## config.mk

```make
export PLATFORM = sky130hd
export DESIGN_NAME = uart_wrapper
export DESIGN_NICKNAME = d
export VERILOG_FILES = /design/src/rtl/uart_wrapper_pkg.sv /design/src/rtl/uart_wrapper_byte_timer.sv /design/src/rtl/uart_wrapper.sv
export SDC_FILE = /design/constraint.sdc
export NUM_CORES = 1
export LEC_CHECK = 0
export CAP_MARGIN = 10
export CORE_MARGIN = 1.5
export CORE_UTILIZATION = 44
export DETAILED_ROUTE_END_ITERATION = 16
export PLACE_DENSITY_LB_ADDON = 0.3
export SLEW_MARGIN = 20
export SYNTH_ARGS = -nofsm -noshare
export SYNTH_HDL_FRONTEND = slang
export SYNTH_SLANG_ARGS = --single-unit
```

## constraint.sdc

```tcl
create_clock -name clk -period 2.7 [get_ports clk]
set_clock_uncertainty 0.15 [all_clocks]
set_input_delay 0.405 -clock clk [delete_from_list [all_inputs] [get_ports clk]]
set_output_delay 0.405 -clock clk [all_outputs]
set_load 0.01 [all_outputs]
```

## src/rtl/uart_wrapper_pkg.sv

```systemverilog
// Shared types and constants for the UART command/response wrapper.
// Optional inter-byte timeout is enabled by defining UART_WRAPPER_TIMEOUT_EN.
package uart_wrapper_pkg;

    localparam int unsigned TIMEOUT_CYC_DEFAULT = 50000;

    typedef enum logic [1:0] {
        WAIT_HIGH = 2'd0,
        WAIT_LOW  = 2'd1,
        CMD_VALID = 2'd2
    } rx_state_t;

    typedef enum logic {
        TX_IDLE = 1'b0,
        TX_BUSY = 1'b1
    } tx_state_t;

endpackage

```

## src/rtl/uart_wrapper_byte_timer.sv

```systemverilog
// Inter-byte timer: clearable cycle counter that flags the last allowed cycle.
// Only instantiated when UART_WRAPPER_TIMEOUT_EN is defined.
module byte_timer
    import uart_wrapper_pkg::*;
#(
    parameter int unsigned TIMEOUT_CYC = TIMEOUT_CYC_DEFAULT
) (
    input  logic clk,
    input  logic rst_n,
    input  logic clear,
    input  logic enable,
    output logic expire
);

    localparam logic [15:0] LAST_COUNT = 16'(TIMEOUT_CYC - 1);

    logic [15:0] count_r;

    // Cycle counter; holds at the last count rather than wrapping.
    always_ff @(posedge clk) begin
        if (!rst_n) begin
            count_r <= 16'd0;
        end else if (clear) begin
            count_r <= 16'd0;
        end else if (enable && (count_r != LAST_COUNT)) begin
            count_r <= count_r + 16'd1;
        end else begin
            count_r <= count_r;
        end
    end

    assign expire = enable && (count_r == LAST_COUNT);

endmodule

```

## src/rtl/uart_wrapper.sv

```systemverilog
// Assembles two received UART bytes into a 16-bit command and transmits response bytes.
// Define UART_WRAPPER_TIMEOUT_EN to drop a lone high byte after TIMEOUT_CYC idle cycles.
module uart_wrapper
    import uart_wrapper_pkg::*;
#(
    parameter int unsigned TIMEOUT_CYC = TIMEOUT_CYC_DEFAULT
) (
    input  logic        clk,
    input  logic        rst_n,
    input  logic        rx_rdy,
    input  logic [7:0]  rx_data,
    output logic        clr_rx_rdy,
    output logic        trmt,
    output logic [7:0]  tx_data,
    input  logic        tx_done,
    output logic [15:0] cmd,
    output logic        cmd_rdy,
    input  logic        clr_cmd_rdy,
    input  logic [7:0]  resp,
    input  logic        send_resp,
    output logic        resp_sent
);

    generate
        if ((TIMEOUT_CYC < 2) || (TIMEOUT_CYC > 65535)) begin : g_bad_timeout
            $error("uart_wrapper: TIMEOUT_CYC must be within 2..65535");
        end
    endgenerate

    rx_state_t   rx_state_r;
    rx_state_t   rx_state_nxt_s;
    logic [15:0] cmd_r;
    logic [15:0] cmd_nxt_s;
    logic        cmd_rdy_r;
    logic        cmd_rdy_nxt_s;
    logic        clr_rx_rdy_r;
    logic        clr_rx_rdy_nxt_s;
    logic        rx_take_s;
    logic        timeout_s;

    tx_state_t   tx_state_r;
    tx_state_t   tx_state_nxt_s;
    logic [7:0]  tx_data_r;
    logic [7:0]  tx_data_nxt_s;
    logic        trmt_r;
    logic        trmt_nxt_s;
    logic        resp_sent_r;
    logic        resp_sent_nxt_s;

`ifdef UART_WRAPPER_TIMEOUT_EN
    byte_timer #(
        .TIMEOUT_CYC (TIMEOUT_CYC)
    ) u_byte_timer (
        .clk    (clk),
        .rst_n  (rst_n),
        .clear  (rx_state_r != WAIT_LOW),
        .enable (rx_state_r == WAIT_LOW),
        .expire (timeout_s)
    );
`else
    assign timeout_s = 1'b0;
`endif

    // RX next-state: a byte is taken only when the previous consume pulse has ended.
    always_comb begin
        rx_state_nxt_s   = rx_state_r;
        cmd_nxt_s        = cmd_r;
        cmd_rdy_nxt_s    = cmd_rdy_r;
        clr_rx_rdy_nxt_s = 1'b0;
        rx_take_s        = rx_rdy && !clr_rx_rdy_r;
        case (rx_state_r)
            WAIT_HIGH: begin
                if (rx_take_s) begin
                    cmd_nxt_s[15:8]  = rx_data;
                    clr_rx_rdy_nxt_s = 1'b1;
                    rx_state_nxt_s   = WAIT_LOW;
                end else begin
                    rx_state_nxt_s   = WAIT_HIGH;
                end
            end
            WAIT_LOW: begin
                // A byte arriving on the expiry cycle still completes the command.
                if (rx_take_s) begin
                    cmd_nxt_s[7:0]   = rx_data;
                    clr_rx_rdy_nxt_s = 1'b1;
                    cmd_rdy_nxt_s    = 1'b1;
                    rx_state_nxt_s   = CMD_VALID;
                end else if (timeout_s) begin
                    rx_state_nxt_s   = WAIT_HIGH;
                end else begin
                    rx_state_nxt_s   = WAIT_LOW;
                end
            end
            CMD_VALID: begin
                if (clr_cmd_rdy) begin
                    cmd_rdy_nxt_s  = 1'b0;
                    rx_state_nxt_s = WAIT_HIGH;
                end else begin
                    rx_state_nxt_s = CMD_VALID;
                end
            end
            default: begin
                cmd_rdy_nxt_s  = 1'b0;
                rx_state_nxt_s = WAIT_HIGH;
            end
        endcase
    end

    // RX state and registered RX outputs.
    always_ff @(posedge clk) begin
        if (!rst_n) begin
            rx_state_r   <= WAIT_HIGH;
            cmd_r        <= 16'h0000;
            cmd_rdy_r    <= 1'b0;
            clr_rx_rdy_r <= 1'b0;
        end else begin
            rx_state_r   <= rx_state_nxt_s;
            cmd_r        <= cmd_nxt_s;
            cmd_rdy_r    <= cmd_rdy_nxt_s;
            clr_rx_rdy_r <= clr_rx_rdy_nxt_s;
        end
    end

    // TX next-state: one byte in flight, further requests dropped until done.
    always_comb begin
        tx_state_nxt_s  = tx_state_r;
        tx_data_nxt_s   = tx_data_r;
        trmt_nxt_s      = 1'b0;
        resp_sent_nxt_s = 1'b0;
        case (tx_state_r)
            TX_IDLE: begin
                if (send_resp) begin
                    tx_data_nxt_s  = resp;
                    trmt_nxt_s     = 1'b1;
                    tx_state_nxt_s = TX_BUSY;
                end else begin
                    tx_state_nxt_s = TX_IDLE;
                end
            end
            TX_BUSY: begin
                if (tx_done) begin
                    resp_sent_nxt_s = 1'b1;
                    tx_state_nxt_s  = TX_IDLE;
                end else begin
                    tx_state_nxt_s  = TX_BUSY;
                end
            end
            default: begin
                tx_state_nxt_s = TX_IDLE;
            end
        endcase
    end

    // TX state and registered TX outputs.
    always_ff @(posedge clk) begin
        if (!rst_n) begin
            tx_state_r  <= TX_IDLE;
            tx_data_r   <= 8'h00;
            trmt_r      <= 1'b0;
            resp_sent_r <= 1'b0;
        end else begin
            tx_state_r  <= tx_state_nxt_s;
            tx_data_r   <= tx_data_nxt_s;
            trmt_r      <= trmt_nxt_s;
            resp_sent_r <= resp_sent_nxt_s;
        end
    end

    assign cmd        = cmd_r;
    assign cmd_rdy    = cmd_rdy_r;
    assign clr_rx_rdy = clr_rx_rdy_r;
    assign tx_data    = tx_data_r;
    assign trmt       = trmt_r;
    assign resp_sent  = resp_sent_r;

endmodule

```

Word level (Yosys, flattened, before mapping)
Index checks and enable logic that the tools add are counted.
{ "word_totals": {"register_bits": 31, "in_bits": 22, "output_inout_bits": 28, "wordCells": 39} }
{ "op_classes": {"eq_ne": 4, "muxes": 12, "bitwise": 3, "n_reduce_logical": 11} }
{ "op_table": {"columns": ["operator", "count"], "rows": [
  ["AND reduction 2 bit", 5],
  ["two-way mux 1 bit", 7],
  ["case mux 2 bit (3 select lines)", 1],
  ["two-way mux 2 bit", 2],
  ["inequality test 2 bit, second input constant", 2],
  ["OR reduction 2 bit", 2],
  ["inverter 1 bit", 3],
  ["case mux 1 bit (3 select lines)", 1],
  ["AND reduction 3 bit", 1],
  ["== test 2 x 1 -> 1 bit, second input constant", 1],
  ["== test 2 bit, second input constant", 1],
  ["logical NOT 2 bit", 1],
  ["case mux 1 bit (2 select lines)", 1],
  ["logical AND 1 bit", 1],
  ["logical NOT 1 bit", 1]
]} }

Logic depth before layout (Yosys ltp)
Gate-level depths: netlist of the first run.
{ "depth": {"depth_word": 4, "mapped_depth": 5, "ltp_nobuf": 3} }

Worst setup path before layout of the first run
No wires, ideal clock.
{ "synth_timing": {"path_type": "register -> register", "from": "reg rx_state_r[0]", "to": "reg cmd_r[13], in the netlist cmd[13]", "setup_ns": 0.115, "arrival_ns": 1.242, "required_time_ns": 2.435, "path_slack_ns": 1.193, "stages_incl_launch_ff": 6, "n_path_buf": 2, "period_less_slack_ns": 1.507, "path_cell_list": "dfxtp_1 > or4b_1 > buf_2 > buf_6 > nand3_2 > o21ai_2"} }
{ "synth_via": {"elab_chain_len": 2} }
{ "synth_rtl": {"columns": ["element", "line", "source"], "rows": [
  ["start: declaration", "uart_wrapper.sv:30", "rx_state_t rx_state_r;"],
  ["start signal: assignment", "uart_wrapper.sv:117", "rx_state_r <= rx_state_nxt_s;"],
  ["logical NOT 2 bit", "uart_wrapper.sv:71", "case (rx_state_r)"],
  ["AND reduction 2 bit (no source line)", null, null],
  ["end signal: assignment", "uart_wrapper.sv:118", "cmd_r <= cmd_nxt_s;"],
  ["end: declaration", "uart_wrapper.sv:32", "logic [15:0] cmd_r;"]
]} }
No other way between the ends.
A chain may end at the register's enable or synchronous reset.

Worst setup path in the final report of the first run
{ "layout_timing": {"from": "in rx_rdy", "to": "reg cmd_r[15], in the netlist cmd[15]"} }
{ "layout_via": {"elab_chain_len": 2} }
{ "layout_rtl": {"columns": ["element", "line", "source"], "rows": [
  ["start: declaration", "uart_wrapper.sv:10", "input logic rx_rdy,"],
  ["logical AND 1 bit", "uart_wrapper.sv:70", "rx_take_s = rx_rdy && !clr_rx_rdy_r;"],
  ["AND reduction 2 bit (no source line)", null, null]
]} }
No other way between the ends.

==> results of run 1 <==
-- routing by layer --
metal	up-vias	share of wire, %	GRT usage, %
li1	511	-	-
met1	451	44	20.31
met2	28	48	31.30
met3	4	5.5	6.111
met4	0	2.3	12.39
met5	-	0	0
-- kinds of logic after synthesis --
kind of cell	count (synthesis)	share of synthesized area (%)
simple gates	53	23.16
xor+xnor	1	0.7685
compound gates	28	17.56
flops	31	54.45
buf+inv	10	4.061
-- power breakdown --
part           switching (mW)  total [mW]  internal, mW
Combinational          0.0706       0.162        0.0919
Sequential             0.0183       0.505         0.487
Clock                   0.146       0.247         0.101
-- synthesized netlist by cell type --
cell and count:
dfxtp_1 31, nand2_1 27, nand3_1 14, a21boi_0 10, o21ai_0 9, o21ai_2 8
clkbuf_1 6, buf_1 2, nand3_2 2, nor2b_1 2, and2_1 1, and3_1 1
and3b_1 1, buf_2 1, buf_6 1, nand2b_1 1, nand4bb_1 1, nor2_1 1
nor3b_1 1, o211a_1 1, or4b_1 1, xnor2_1 1
-- cell type report --
cell class                 instances  area [µm²]  share of cell area, %
sequential                        31       620.6                  36.96
timing repair buffer              50       498.0                  29.66
multi-input combinational         82       473.0                  28.17
clock buffer                       7       45.04                  2.683
tap                               30       37.54                  2.235
clock inverter                     1       5.005                 0.2981
-- how the worst max path moves through the flow --
| stage | from | to | slack [ns] | depth (start not counted) |
|---|---|---|---|---|
| floorplan | rx_state_r[0] | cmd[13] | 1.19 | 5 |
| global placement | rx_rdy | cmd[15] | 0.48 | 4 |
| detailed placement | rx_rdy | cmd[8] | 0.43 | 4 |
| CTS | rx_rdy | cmd[8] | 0.79 | 4 |
| global route | rx_rdy | cmd[15] | 0.70 | 4 |
| finish | rx_rdy | cmd[15] | 0.78 | 4 |
-- critical path: stages --
cell	delay [ns]
clkdlybuf4s50_1	0.48
or4b_1	0.78
nand3_1	0.23
o21ai_2	0.06
-- stage by stage --
stage | setup WS (ns) | total power, mW
2_1_floorplan | 1.193 | 0.5917
3_3_place_gp | 0.4810 | 0.6744
3_5_place_dp | 0.4303 | 0.6798
4_1_cts | 0.7863 | 0.9279
5_1_grt | 0.7009 | 0.9605
6_report | 0.7838 | 0.9147
-- flip-flops by register name (all words and copies together) (netlist names) --
register and count:
tx_data 8, resp_sent 1, rx_state_r 2, cmd 16, cmd_rdy 1, trmt 1, tx_state_r 1, clr_rx_rdy 1
==> metrics.md, run 1 <==
| Metric | Value |
|---|---|
| Max Buffers Root-to-Sink | `2` |
| Io pins | `50` |
| Initial Utilization | `46.43%` |
| Final Hold Slack | `0.3171 ns` |
| Register area share after synthesis | `54.45%` |
| Total grt overflow | `0` |
| Kind of critical path | `input pin to register` |
| Worst-path clk slew | `0.09 ns` |
| Largest net degree at the start of global routing | `40` |
| Routability congestion estimate | `0.7011` |
| First-pass GRT wire length | `3815 µm` |
| DR iter-0 viols | `14` |
| Unrepaired setup endpoints after global routing | `false` |
| DR vias/cell | `4.945` |
| Slew at the pin with the worst max-slew slack | `0.6793 ns` |
| Post-Place Cells | `193` |
| Clk Latency, worst-skew pair | `0.32 ns` |
| H-Tree Depth | `2` |
| Critical path peak fanout | `16` |
| Outcome | `finished clean` |
| Via count | `994` |
| Reg2reg path depth | `3` |
| VDD IR max | `0.0004321 V` |
| Most common cell after layout, fill and taps aside | `clkdlybuf4s50_1` |
| Hold_sp | `cmd[14]` |
| Post-route setup TNS | `0 ns` |
| Final net count | `192` |
| Final Critical Period | `1.916 ns` |
| Share of layout cells above drive strength 1 | `9.942%` |
| Antenna Cells | `0` |
| Flops & latches, synth | `31` |
| Synthesized area | `0.001140 mm²` |
| Initial antenna violation count | `0` |
| Clk Tree Root Cell | `clkbuf_4` |
| Total track usage | `18.83%` |
| Chip width | `53.90 µm` |
| Rows | `18` |
| Die footprint | `0.002905 mm²` |
| I/O Buffers | `49` |
| # resized after CTS | `0` |
| Relative slew slack | `54.71%` |
| Area Overhead vs Synth | `47.31%` |
| Final setup vio count | `0` |
| Wirelength per Cell | `11.93 µm` |
| Post-Synthesis Cells | `123` |
| CP startpoint kind | `input pin` |
| DRT Pass-1 Iters | `4` |
| Crit path arrival time | `1.97 ns` |
| R2r endpoint | `cmd[15]` |
| Fmax | `0.5219 GHz` |
| Final hold violations | `0` |
| Ys Warns | `0` |
| Hold Path Sink | `cmd[14]` |
| Setup repair bufs after CTS | `0` |
| Residual DRC count | `0` |
| Area after DPL | `0.001629 mm²` |
| Final instance area | `0.001679 mm²` |
| Max_cap viols | `0` |
| Vias in the first global route | `945` |
| Power per Cell Area | `544.8 mW/mm²` |
| Post-route insts no fill | `201` |
| Hold path depth | `2` |
| Final core utilization | `68.40%` |
| Synth Area per Inst | `9.267 µm²` |
| Critical path required time | `2.75 ns` |
| Clock Sinks | `31` |
| Final Cycle Share | `70.97%` |
| Num CTS Buffers | `5` |
| Final ANT Viol Nets | `0` |
| Leading post-synthesis cells by cell area | `dfxtp_1 (54%), nand2_1 (8.9%), a21boi_0 (6.6%)` |
| Reg-to-Reg Start | `rx_state_r[0]` |
| Syn Nets | `145` |
| Core footprint | `0.002455 mm²` |
| Dpl hpwl | `1736 µm` |
| Setup crit end kind | `register` |
| Leakage | `0.6218 nW` |
| Routed Wire Length | `2398 µm` |
| Filler cells | `208` |
| Cts-stage hold buffer count | `0` |
| CTS tree | `done` |
| Count of cell types in the netlist | `22` |
| Yosys top cell area share | `54.45%` |
| Worst min path class | `register to register` |
| Die Ht | `53.90 µm` |
| Commonest cells after routing, fill and taps aside | `clkdlybuf4s50_1 (49), dfxtp_1 (31), nand2_1 (27), nand3_1 (14), a21boi_0 (10)` |
| Yosys top cell by area | `dfxtp_1` |
| Final count of pins violating max slew | `0` |
| R2R setup slack | `0.90 ns` |
(Power assumes the default switching activity.)
==> inputs of run 2 (changes only) <==
Settings changed: CORE_ASPECT_RATIO from default to 0.5, CORE_UTILIZATION 44 to 40.
Clock period 2.7 ns to 1.98 ns, I/O delays scaled along.
==> metrics.md, run 2 (synthesized netlist as in run 1, its figures left out) <==
| Metric | Value |
|---|---|
| Outcome | `finished clean` |
| Final Critical Period | `1.621 ns` |
| Crit path arrival time | `1.17 ns (-0.80 ns)` |
| Leakage | `0.6624 nW (+6.5%)` |
| Unrepaired setup endpoints after global routing | `false` |
| Final net count | `195 (+1.6%)` |
| Max_cap viols | `0 (unchanged)` |
| Clk Tree Root Cell | `clkbuf_8` |
| Critical Path Max Stage Delay | `0.56 ns (-0.22 ns)` |
| Initial antenna violation count | `0 (unchanged)` |
| CP startpoint kind | `register` |
| Largest net degree at the start of global routing | `40 (unchanged)` |
| Post-route setup TNS | `0 ns (unchanged)` |
| DR vias/cell | `4.545 (-8.1%)` |
| CP delay by family, top | `buffers and inverters` |
| Slowest-stage cell, CP | `clkdlybuf4s50_1` |
| CP Cell Sequence | `clkdlybuf4s50_1` |
| Clock Power Share | `37.1% (+10 points)` |
| Worst-path clk slew | `0.06 ns (-0.03 ns)` |
| Switching Fraction | `23.72% (-2.0 points)` |
| H-Tree Depth | `2 (unchanged)` |
| Via count | `959 (-3.5%)` |
| Combinational share of power | `15.9% (-1.9 points)` |
| Num CTS Buffers | `5 (unchanged)` |
| Die footprint | `0.003198 mm² (+10%)` |
| Flip-flop and latch area | `620.6 µm² (unchanged)` |
| Die Ht | `40.75 µm (-24%)` |
| Final ANT Viol Nets | `0 (unchanged)` |
| Setup crit end kind | `output pin` |
| Area Overhead vs Synth | `55.54%` |
| I/O Buffers | `49 (unchanged)` |
| Final Total Pwr | `1.463 mW (+60%)` |
| Setup repair bufs after CTS | `0 (unchanged)` |
| Clock Sinks | `31 (unchanged)` |
| Max reg flops | `16 (unchanged)` |
| Power per Cell Area | `825.1 mW/mm² (+51%)` |
| Total track usage | `15.67% (-3.2 points)` |
| Area after DPL | `0.001673 mm² (+2.7%)` |
| Final instance area | `0.001773 mm² (+5.6%)` |
| Share of layout cells above drive strength 1 | `12.07% (+2.1 points)` |
| Dpl hpwl | `1632 µm (-6.0%)` |
| Worst min path class | `register to register` |
| First-pass GRT wire length | `3622 µm (-5.1%)` |
| Internal power | `1.116 mW (+64%)` |
| Relative slew slack | `80.46% (+26 points)` |
| VDD IR max | `0.0005003 V (+16%)` |
| Final Cycle Share | `81.89%` |
| Cts-stage hold buffer count | `0 (unchanged)` |
| Routed Wire Length | `2375 µm (-0.96%)` |
| Initial Utilization | `42.99% (-3.4 points)` |
| Crit path buf inv count | `1 (unchanged)` |
| Residual DRC count | `0 (unchanged)` |
| Sequential power share | `47.0% (-8.2 points)` |
| Chip width | `78.50 µm (+46%)` |
| Antenna Cells | `0 (unchanged)` |
| Critical path required time | `1.53 ns (-1.22 ns)` |
| Filler cells | `239 (+15%)` |
| Rows | `13 (-5)` |
| Core footprint | `0.002651 mm² (+8.0%)` |
| CTS tree | `done` |
| Final count of pins violating max slew | `0 (unchanged)` |
| Wirelength per Cell | `11.26 µm (-5.7%)` |
| Vias in the first global route | `845 (-11%)` |
| Io pins | `50 (unchanged)` |
| Final hold violations | `0 (unchanged)` |
| Routability congestion estimate | `0.7185 (+2.5%)` |
| Final setup vio count | `0 (unchanged)` |
| Clk Latency, worst-skew pair | `0.28 ns (-0.04 ns)` |
| Critical path peak fanout | `2 (-14)` |
| Kind of critical path | `register to output pin` |
| # resized after CTS | `0 (unchanged)` |
| DR iter-0 viols | `21 (+7)` |
| Most common cell after layout, fill and taps aside | `clkdlybuf4s50_1` |
| DRT Pass-1 Iters | `3 (-1)` |
| Total grt overflow | `0 (unchanged)` |
| Multi-input gate area | `473.0 µm² (unchanged)` |
| Commonest cells after routing, fill and taps aside | `clkdlybuf4s50_1 (49), dfxtp_1 (31), nand2_1 (27), nand3_1 (14), a21boi_0 (10)` |
| Fmax | `0.6168 GHz` |
| Sw Pwr | `347.1 µW (+48%)` |
| Max Buffers Root-to-Sink | `2 (unchanged)` |
| Slew at the pin with the worst max-slew slack | `0.2931 ns (-0.3863 ns)` |
run 2: changes by cell type in the layout (fill, tap and decap cells not counted):
cell,before,now
clkbuf_8,0,7
clkbuf_4,5,0
buf_12,0,1
clkinv_2,1,0
buf_4,1,3
clkbuf_1,2,1
run 2: final cells by class:
class | count | area share (%)
tap | 37 | 2.611
sequential | 31 | 35.00
timing repair buffer | 53 | 30.06
multi-input combinational | 82 | 26.68
clock buffer | 8 | 5.646
run 2: through the flow:
step	hold WS [ns]	utilization, %	worst slack, ns	std cells
2_1_floorplan	0.2919	-	0.4731	123
3_3_place_gp	0.2979	63.10	0.1157	203
3_5_place_dp	0.3033	63.10	0.08924	203
4_1_cts	0.3164	66.87	0.3482	211
5_1_grt	0.3291	66.87	0.3054	211
6_report	0.3102	66.87	0.3586	211
run 2: worst paths after layout:
| check | startpoint | to | slack [ns] | depth (start not counted) |
|---|---|---|---|---|
| worst max register to register | rx_state_r[0] | cmd[12] | 0.47 | 4 |
| worst min-delay path | tx_data[1] | tx_data[1] | 0.31 | 2 |
| worst min register to register | tx_data[1] | tx_data[1] | 0.31 | 2 |
| worst max-delay path | tx_data[6] | tx_data[6] | 0.36 | 1 |
run 2: power groups by stage:
stage / Clock (mW) / Combinational [mW] / Sequential [mW]
global route: 0.592 / 0.253 / 0.692
finish: 0.542 / 0.233 / 0.687
floorplan: 0 / 0.0907 / 0.716
CTS: 0.558 / 0.236 / 0.688
global placement: 0 / 0.231 / 0.701
detailed placement: 0 / 0.235 / 0.702
run 2: layer usage:
layer,vias to the layer above,wire length (µm),track usage (%)
met5,-,0,0
met2,25,1134,28.26
met1,415,1099,17.82
li1,517,-,-
met4,0,14,6.696
met3,2,127,5.778
==> inputs of run 3 (changes only) <==
Clock period 1.98 ns to 1.56 ns, I/O delays scaled along.
==> metrics.md, run 3 (synthesized netlist as in run 1, its figures left out) <==
| Metric | Value |
|---|---|
| Final Critical Period | `1.521 ns` |
| Total grt overflow | `0 (unchanged)` |
| Commonest cells after routing, fill and taps aside | `dfxtp_1 (31), nand2_1 (27), clkdlybuf4s50_1 (27), dlymetal6s2s_1 (20), nand3_1 (14)` |
| Die footprint | `0.003198 mm² (unchanged)` |
| Initial Utilization | `42.99% (unchanged)` |
| Chip width | `78.50 µm (unchanged)` |
| Worst min path class | `register to register` |
| Slowest-stage cell, CP | `clkdlybuf4s50_1` |
| Vias in the first global route | `830 (-1.8%)` |
| DR vias/cell | `4.647 (+2.2%)` |
| Crit path buf inv count | `1 (unchanged)` |
| Worst-path clk slew | `0.07 ns (about the same)` |
| Setup repair bufs after CTS | `0 (unchanged)` |
| Clock Power Share | `40.8% (+3.7 points)` |
| Residual DRC count | `0 (unchanged)` |
| R2R setup slack | `0.13 ns (-0.34 ns)` |
| Post-route setup TNS | `0 ns (unchanged)` |
| Final ANT Viol Nets | `0 (unchanged)` |
| I/O Buffers | `49 (unchanged)` |
| Num CTS Buffers | `5 (unchanged)` |
| Final Cycle Share | `97.48%` |
| Relative slew slack | `79.63% (-0.83 points)` |
| DRT Pass-1 Iters | `4 (+1)` |
| Total track usage | `15.59% (-0.087 points)` |
| Filler cells | `218 (-8.8%)` |
| Leakage | `1.042 nW (+57%)` |
| Fmax | `0.6576 GHz` |
| Core footprint | `0.002651 mm² (unchanged)` |
| Sw Pwr | `448.6 µW (+29%)` |
| DR iter-0 viols | `31 (+48%)` |
| Io pins | `50 (unchanged)` |
| Clk Tree Root Cell | `clkbuf_8` |
| Combinational share of power | `15.4% (-0.5 points)` |
| Routed Wire Length | `2370 µm (-0.21%)` |
| CTS tree | `done` |
| Rows | `13 (unchanged)` |
| VDD IR max | `0.0006677 V (+33%)` |
| CP delay by family, top | `buffers and inverters` |
| Max reg flops | `16 (unchanged)` |
| Outcome | `finished clean` |
| Setup crit end kind | `output pin` |
| Unrepaired setup endpoints after global routing | `false` |
| Wirelength per Cell | `11.02 µm (-2.1%)` |
| Sequential power share | `43.8% (-3.2 points)` |
| Power per Cell Area | `1058 mW/mm² (+28%)` |
| CP startpoint kind | `register` |
| Most common cell after layout, fill and taps aside | `dfxtp_1` |
| Clk Latency, worst-skew pair | `0.27 ns (about the same)` |
| Final hold violations | `0 (unchanged)` |
| Final instance area | `0.001872 mm² (+5.6%)` |
| Initial antenna violation count | `0 (unchanged)` |
| Via count | `999 (+4.2%)` |
| Switching Fraction | `22.66% (-1.1 points)` |
| Clock Sinks | `31 (unchanged)` |
| Critical path peak fanout | `2 (unchanged)` |
| Dpl hpwl | `1676 µm (+2.7%)` |
| Share of layout cells above drive strength 1 | `14.61% (+2.5 points)` |
| Die Ht | `40.75 µm (unchanged)` |
| Kind of critical path | `register to output pin` |
| Crit path arrival time | `1.14 ns (-0.03 ns)` |
| Max Buffers Root-to-Sink | `2 (unchanged)` |
| First-pass GRT wire length | `3657 µm (+0.97%)` |
| Final net count | `199 (+2.1%)` |
| Final Hold Slack | `0.3085 ns (-0.001727 ns)` |
| Largest net degree at the start of global routing | `40 (unchanged)` |
| Critical path required time | `1.18 ns (-0.35 ns)` |
| Max_cap viols | `0 (unchanged)` |
| H-Tree Depth | `2 (unchanged)` |
| Antenna Cells | `0 (unchanged)` |
| Final count of pins violating max slew | `0 (unchanged)` |
| Area Overhead vs Synth | `64.22%` |
| Internal power | `1.531 mW (+37%)` |
| Slew at the pin with the worst max-slew slack | `0.3055 ns (+0.01243 ns)` |
| Final setup vio count | `0 (unchanged)` |
| Critical Path Max Stage Delay | `0.54 ns (-0.02 ns)` |
| CP Cell Sequence | `clkdlybuf4s50_1` |
| Area after DPL | `0.001703 mm² (+1.8%)` |
| Routability congestion estimate | `0.7579 (+5.5%)` |
==> run 3: changes by cell type in the layout (fill, tap and decap cells not counted), sizes merged <==
| cell | before | now |
|---|---|---|
| buf | 4 | 8 |
| bufinv | 0 | 1 |
| clkbuf | 8 | 6 |
| clkdlybuf4s50 | 49 | 27 |
| clkinv | 0 | 1 |
| dlygate4sd2 | 0 | 2 |
| dlymetal6s2s | 0 | 20 |
==> run 3: through the flow <==
| stage | instances | util (%) | setup slack [ns] | power (mW) |
|---|---|---|---|---|
| 2_1_floorplan | 123 | - | 0.05311 | 1.024 |
| 3_3_place_gp | 207 | 64.23 | -0.2399 | 1.195 |
| 3_5_place_dp | 207 | 64.23 | -0.2509 | 1.202 |
| 4_1_cts | 215 | 68.57 | 0.003481 | 2.009 |
| 5_1_grt | 215 | 70.60 | 0.0002650 | 2.069 |
| 6_report | 215 | 70.60 | 0.03925 | 1.980 |
==> run 3: final timing paths <==
| check | start | to | depth (start not counted) |
|---|---|---|---|
| setup reg to reg | rx_state_r[0] | cmd[11] | 4 |
| hold reg to reg | tx_data[3] | tx_data[3] | 2 |
| setup / recovery | cmd[1] | cmd[1] | 1 |
| hold / removal | tx_data[3] | tx_data[3] | 2 |
==> run 3: layout make-up <==
| class | count | area [µm²] | share of cell area [%] |
|---|---|---|---|
| tap | 37 | 46.29 | 2.473 |
| timing repair buffer | 57 | 614.3 | 32.82 |
| clock buffer | 6 | 82.58 | 4.412 |
| sequential | 31 | 620.6 | 33.15 |
| multi-input combinational | 82 | 473.0 | 25.27 |
| clock inverter | 2 | 35.03 | 1.872 |
==> run 3: repair_timing <==
action,CTS,global route
hold buffers,0,0
resized for setup,2,21
endpoints found under the setup margin,2,27
==> run 3: power groups by stage <==
stage                     combinational (mW)  sequential, mW  clock [mW]
after CTS                              0.314           0.869       0.826
after global routing                   0.333           0.873       0.863
after global placement                 0.309           0.886           0
after detailed placement               0.315           0.887           0
after floorplan                        0.115           0.909           0
final                                  0.305           0.867       0.808
==> run 3: metal layers <==
layer | vias up | GRT usage (%) | wire [µm]
met5 | - | 0 | 0
met4 | 0 | 5.357 | 0
met3 | 0 | 6.222 | 128
met2 | 27 | 26.30 | 1149
met1 | 448 | 18.93 | 1091
li1 | 524 | - | -
==> run 3: tightest hold or removal path, delay by kind of cell, from the launching register on <==
family / cells / cell delay, ns
flops: 1 / 0.30
compound gates: 1 / 0.06
simple gates: 1 / 0.04
